$ cat config.mk
export PLATFORM = sky130hd
export DESIGN_NAME = run_length_detector
export DESIGN_NICKNAME = d
export VERILOG_FILES = /design/src/rtl/run_det_pkg.sv /design/src/rtl/sat_counter.sv /design/src/rtl/run_length_detector.sv
export SDC_FILE = /design/constraint.sdc
export NUM_CORES = 1
export LEC_CHECK = 0
export ABC_AREA = 1
export CORE_AREA = 2 2 39 41
export DETAILED_ROUTE_END_ITERATION = 7
export DIE_AREA = 0 0 41 43
export SYNTH_ARGS = -nofsm -noshare
export SYNTH_HDL_FRONTEND = slang
export SYNTH_SLANG_ARGS = --single-unit
export TNS_END_PERCENT = 1
$ cat constraint.sdc
create_clock -name clk -period 1.84 [get_ports clk]
set_clock_uncertainty 0.15 [all_clocks]
set_input_delay 0.368 -clock clk [delete_from_list [all_inputs] [get_ports clk]]
set_output_delay 0.368 -clock clk [all_outputs]
set_load 0.005 [all_outputs]
$ cat src/rtl/run_det_pkg.sv
// Shared types and limits for the serial run-length detector.
package run_det_pkg;

   typedef enum logic [1:0] {
      IDLE    = 2'd0,
      RUN0    = 2'd1,
      RUN1    = 2'd2,
      ILLEGAL = 2'd3
   } run_state_t;

   localparam int unsigned RUN_LEN_MIN = 32'd2;
   localparam int unsigned RUN_LEN_MAX = 32'd255;

endpackage

$ cat src/rtl/sat_counter.sv
// Saturating up-counter with synchronous clear and synchronous active-low reset.
module sat_counter #(
   parameter int unsigned W = 8
) (
   input  logic         clk,
   input  logic         reset,
   input  logic         inc,
   input  logic         clr,
   output logic [W-1:0] count
);

   logic [W-1:0] count_r;

   // Clear has priority over increment; the count sticks at all-ones.
   always_ff @(posedge clk) begin
      if (!reset) begin
         count_r <= '0;
      end else if (clr) begin
         count_r <= '0;
      end else if (inc && (count_r != {W{1'b1}})) begin
         count_r <= count_r + W'(1);
      end else begin
         count_r <= count_r;
      end
   end

   assign count = count_r;

endmodule

$ cat src/rtl/run_length_detector.sv
// Serial run detector: flags RUN_LEN consecutive equal samples of w.
// Optional per-polarity event counters are built with `define RUN_DET_EVENT_CNT_EN.
module run_length_detector
   import run_det_pkg::*;
#(
   parameter int unsigned RUN_LEN = 4,
   parameter int unsigned CNT_W   = 8,
   parameter int unsigned LEN_W   = $clog2(RUN_LEN + 1)
) (
   input  logic             clk,
   input  logic             reset,
   input  logic             en,
   input  logic             w,
   input  logic             clear_cnt,
   output logic             z,
   output logic             z_pulse,
   output logic             run_val,
   output logic [LEN_W-1:0] run_len,
   output logic [1:0]       state
`ifdef RUN_DET_EVENT_CNT_EN
   ,
   output logic [CNT_W-1:0] hit0_cnt,
   output logic [CNT_W-1:0] hit1_cnt
`endif
);

   if ((RUN_LEN < RUN_LEN_MIN) || (RUN_LEN > RUN_LEN_MAX)) begin : g_bad_run_len
      $error("run_length_detector: RUN_LEN must lie in 2..255");
   end

   localparam logic [LEN_W-1:0] LEN_MAX = LEN_W'(RUN_LEN);
   localparam logic [LEN_W-1:0] LEN_PRE = LEN_W'(RUN_LEN - 1);

   run_state_t       state_r, state_s;
   logic [LEN_W-1:0] len_r, len_s;
   logic             z_r, z_s;
   logic             pulse_r, pulse_s;
   logic             run_val_r;

   // Next-state, saturating run length and the detection pulse condition.
   always_comb begin
      state_s = state_r;
      len_s   = len_r;
      pulse_s = 1'b0;
      case (state_r)
         IDLE: begin
            if (en) begin
               state_s = w ? RUN1 : RUN0;
               len_s   = LEN_W'(1);
            end else begin
               state_s = state_r;
            end
         end
         RUN0, RUN1: begin
            if (!en) begin
               state_s = state_r;
            end else if (w == (state_r == RUN1)) begin
               if (len_r < LEN_MAX) begin
                  len_s = len_r + LEN_W'(1);
               end else begin
                  len_s = len_r;
               end
               pulse_s = (len_r == LEN_PRE);
            end else begin
               state_s = w ? RUN1 : RUN0;
               len_s   = LEN_W'(1);
            end
         end
         default: begin
            state_s = IDLE;
            len_s   = '0;
         end
      endcase
      z_s = (state_s != IDLE) && (len_s == LEN_MAX);
   end

   // All visible outputs come straight from these registers.
   always_ff @(posedge clk) begin
      if (!reset) begin
         state_r   <= IDLE;
         len_r     <= '0;
         z_r       <= 1'b0;
         pulse_r   <= 1'b0;
         run_val_r <= 1'b0;
      end else begin
         state_r   <= state_s;
         len_r     <= len_s;
         z_r       <= z_s;
         pulse_r   <= pulse_s;
         run_val_r <= (state_s == RUN1);
      end
   end

   assign z       = z_r;
   assign z_pulse = pulse_r;
   assign run_val = run_val_r;
   assign run_len = len_r;
   assign state   = state_r;

`ifdef RUN_DET_EVENT_CNT_EN
   logic inc0_s, inc1_s;
   assign inc0_s = pulse_s && (state_s == RUN0);
   assign inc1_s = pulse_s && (state_s == RUN1);

   sat_counter #(.W(CNT_W)) u_hit0 (
      .clk   (clk),
      .reset (reset),
      .inc   (inc0_s),
      .clr   (clear_cnt),
      .count (hit0_cnt)
   );

   sat_counter #(.W(CNT_W)) u_hit1 (
      .clk   (clk),
      .reset (reset),
      .inc   (inc1_s),
      .clr   (clear_cnt),
      .count (hit1_cnt)
   );
`else
   logic [CNT_W-1:0] unused_cnt_s;
   assign unused_cnt_s = {CNT_W{clear_cnt}};
`endif

endmodule

---- Yosys cells after proc, flatten, opt, wreduce, memory -nomap -nowiden ----
Index checks and enable logic that the tools add are counted.
W data, S select, Z words.
cells by class
  eq/ne operators ......................... 6
  add/subtract/negate cells ............... 1
  div/mod/pow operators ................... 0
  multiply operators ...................... 0
  muxes and demuxes ....................... 10
  order comparisons ....................... 1
  reduce and logical (&&, ||, !) cells .... 5
  shift operators ......................... 0
  bitwise gates (word level) .............. 0
operator list
  cell                   number
  $mux W3                4
  $mux W2                4
  $pmux W3 S2            1
  $eq A2 B2 Y1 const B   2
  $pmux W2 S2            1
  $reduce_and A4 Y1      1
  $add A3 B1 Y3 const B  1
  $eq A3 B2 Y1 const B   1
  $eq A3 B3 Y1 const B   1
  $lt A3 B3 Y1 const B   1
  $eq A2 B1 Y1 const B   1
  $logic_not A2 Y1       1
  $reduce_bool A2 Y1     1
  $reduce_or A2 Y1       1
  $eq A1 B1 Y1           1
  $logic_and A1 B1 Y1    1
word-level totals
  word-level logic and storage cells ...... 28
  memories kept ........................... 0
  memory bits (read-only) ................. 0
  input port bits ......................... 5
  bits in latches ......................... 0
  bits in writable memories ............... 0
  flip-flop bits (word level) ............. 8

---- Depth between registers and ports, before layout ----
  depth in word-level cells ............... 7
  depth in mapped cells ................... 11
  gate-level depth less buffers ........... 11

---- Worst setup path before layout ----
OpenSTA, ideal clock, no wires.
  path type ............................... flip-flop to flip-flop
  start ................................... reg state_r[1] (netlist: state[1])
  end ..................................... reg z_r (netlist: z)
  slack ................................... 0.334 ns
  cell stages (with the launch flop) ...... 11
  arrival ................................. 1.301 ns
  period minus slack after synthesis ...... 1.506 ns
  path through ............................ dfxtp_1 > inv_1 > ha_1 > inv_1 > nor3_1 > nor2_1 > nand2_1 > nand2_2 > nand2_1 > nand2_1 > inv_1
on the way
  word-level cells in the longest chain between the ends .. 7
  elaborated cells between the ends (all ways) .. 15
  classes of those cells .................. 4 x eq/ne; 7 x mux; 4 x reduce/logical
RTL lines
  element                                             line                                                  source
  start: declaration                                  run_length_detector.sv:34                             run_state_t state_r, state_s;
  start signal: assignment                            run_length_detector.sv:86                             state_r <= state_s;
  $eq A2 B2 Y1                                        run_length_detector.sv:45, run_length_detector.sv:57
  $eq A1 B1 Y1                                        run_length_detector.sv:57                             end else if (w == (state_r == RUN1)) begin
  $mux W3 or $mux W2 (tied branches)                  run_length_detector.sv:57
  $mux W3 or $mux W2 (tied branches)                  run_length_detector.sv:55                             if (!en) begin
  $pmux W3 S2 or $pmux W2 S2 (tied branches)          run_length_detector.sv:45                             case (state_r)
  $eq A3 B3 Y1 or $reduce_bool A2 Y1 (tied branches)  run_length_detector.sv:74                             z_s = (state_s != IDLE) && (len_s == LEN_MAX);
  $logic_and A1 B1 Y1 (*)                             run_length_detector.sv:74
  end signal: assignment                              run_length_detector.sv:88                             z_r <= z_s;
  end: declaration                                    run_length_detector.sv:36                             logic z_r, z_s;
Every way passes the cells marked *; elsewhere a longest branch is shown, timed or not.
A chain may end at the register's enable or synchronous reset.

---- Final worst setup path ----
  start ................................... reg state_r[1] (netlist: state[1])
  end ..................................... out state[1]
RTL lines
  element           line                       source
  end: declaration  run_length_detector.sv:19  output logic [1:0] state
No word-level cell between the ends.

==> impl_metrics.toml <==
[placed_design]
dpl.hpwl_um = 843
gp_congestion = 0.840
numPortBuffers = 11
dp_worst_setup_slack_ps = -39.0

[global_route]
grt-ovfl-total = 0
grt_max_degree = 7
grt_pass1_wl_um = 1820
antenna_found_initial = 0
grtUsageTotal_pct = 15.4
grt_pass1_vias = 452

[sta]
finalHoldViolCount = 0
slew_headroom_pct = 84.7
min_period_ps = 1740
max_freq_mhz = 575
worst_pin_slew_ps = 227
drv_slew = 0
finalSetupViolations = 0
min_period_over_period_pct = 94.5
fin_hold_ws_ps = 445
fin_ws_ps = 101
rsz0062_at_grt = "no"

[power_and_ir_drop]
powerDensity_mw_per_mm2 = 759
swShare_pct = 32.7
p_sw_uw = 168
clkPwrFrac_pct = 26.6
p_int_uw = 347
p_comb_share_pct = 34.4
vdd_drop_max_mv = 0.453
p_leak_uw = 0.000344
sequentialPowerShare_pct = 38.9

[synth]
ys_warn_count = 0
syn-num-nets = 88
synth.distinct_cells = 14
ys_ff_latch = 8
yosysTopAreaCell = "dfxtp_1"
post_synth.cell_area_avg_um2 = 6.41
yosys.area.top_type_share_pct = 31.6
synth_area_leaders = "dfxtp_1, nand2_1, nand3_1, ha_1, inv_1"
netlist_instances = 79
synth_area_um2 = 507
seq_area_frac_synth_pct = 31.6

[finish]
regArea_um2 = 160
fin_util_pct = 49.0
multi_input_area_um2 = 287
num_antenna_cells = 0
drive_above_1_share_pct = 9.38
fill_cells = 150
area_growth_syn_to_layout_pct = 33.8
nets = 107

[setup_path]
criticalPathCategory = "reg2out"
worstPathRequired_ps = 1320
slowest_stage = "clkdlybuf4s50_1"
startpoint_type = "flip-flop"
cpPeakStageDelay_ps = 540
cp_max_fo = 6
arrival_ps = 1220
path_buf_inv = 1
cp_top_family = "buffers and inverters"
crit_path_end_kind = "primary output"
crit_chain = "clkdlybuf4s50_1"

[clock_tree]
cts.sinks = 8
cts_resized = 0
clockRootBuffer = "clkbuf_4"
htree_levels = 1
cts_buffers = 3
clockBufferDepth = 2
clk_pin_slew_ps = 60
post-cts-setup-buffers = 0
clk_latency_ps = 260
cts-hold-fix-buffers = 0
cts_tree = "done"

[detailed_routing]
finalWirelength_um = 1030
vias = 516
drc = 0
drt-vias-per-instance = 4.61
first_pass_iters = 4
wl_per_cell_um = 9.19
postRouteAntennaNets = 0
drt_iter0_markers = 10

[floorplanning]
die_area_mm2 = 0.00176
coreArea_mm2 = 0.00138
die_x_um = 41
rows = 14
start_util_pct = 36.6
ios = 13
die_y_um = 43

[status]
status = "finished clean"

[run]
maxCapViolations = 0

[min_path]
min_path_type = "reg2reg"
## layer usage
metal | part of all wire, % | global-route usage [%]
met4 | 3.3 | 10.0
met3 | 5.5 | 5.76
met2 | 44 | 21.3
met1 | 47 | 19.2
met5 | 0 | 0
## worst paths after layout
kind,depth (start not counted),from,slack [ps],end
min reg2reg,4,run_len[2]$_SDFF_PN0_,440,run_len[2]$_SDFF_PN0_
min,4,run_len[2]$_SDFF_PN0_,440,run_len[2]$_SDFF_PN0_
max,1,state[1]$_SDFF_PN0_,100,state[1]
max reg2reg,10,state[1]$_SDFF_PN0_,170,z$_SDFF_PN0_
## final cells by class
cell class | count | area share (%)
clock buffers | 3 | 3.32
inverters | 13 | 7.20
multi-input cells | 57 | 42.3
flip-flops and latches | 8 | 23.6
repair buffers | 15 | 20.7
well taps | 16 | 2.95
## cells in the final DEF (no fill, tap or decap)
master / n
nand2_1: 25
clkbuf_4: 3
nor2_1: 7
a211oi_1: 1
a21boi_0: 1
nand2_2: 1
clkdlybuf4s50_1: 11
inv_1: 13
ha_1: 4
nand3_2: 1
nor3_1: 1
nand3_1: 11
buf_4: 4
a21oi_1: 4
dfxtp_1: 8
o21ai_0: 1
## Yosys cell counts (all sizes together)
cell type   n
o21ai       1
a211oi      1
nor2        7
nand3      12
a21boi      1
nand2      26
buf         1
ha          4
nor3        1
a21oi       4
dfxtp       8
inv        13
## state kept, by name (all words and copies together) (netlist names)
register  flops
z             1
state         2
z_pulse       1
run_len       3
run_val       1
## power by group through the flow
stage | clock network (uW) | logic [uW] | registers, uW
global placement | 0 | 176 | 204
floorplan | 0 | 108 | 204
CTS | 142 | 179 | 201
finish | 137 | 177 | 201
detailed placement | 0 | 178 | 204
global route | 149 | 202 | 203
## per-stage QoR
| step | total power, uW | instances | instance area [um^2] | TNS (ps) |
|---|---|---|---|---|
| after CTS | 521 | 112 | 678 | 0 |
| after detailed placement | 382 | 109 | 656 | -39.0 |
| after floorplan | 312 | 79 | 507 | 0 |
| final | 515 | 112 | 678 | 0 |
| after global routing | 554 | 112 | 678 | 0 |
| after global placement | 381 | 109 | 656 | -32.4 |
## cells by family (layout without fill, tap and decap cells)
kind of cell             Yosys count  count (layout)  synth area share (%)
AO/OA/AOI/OAI                      7               7                  7.90
adder cells (fa/ha/maj)            4               4                  9.88
buffers and inverters             14              31                  11.9
flip-flops                         8               8                  31.6
AND/OR/NAND/NOR                   46              46                  38.8
Power figures use the tool's default switching activity.
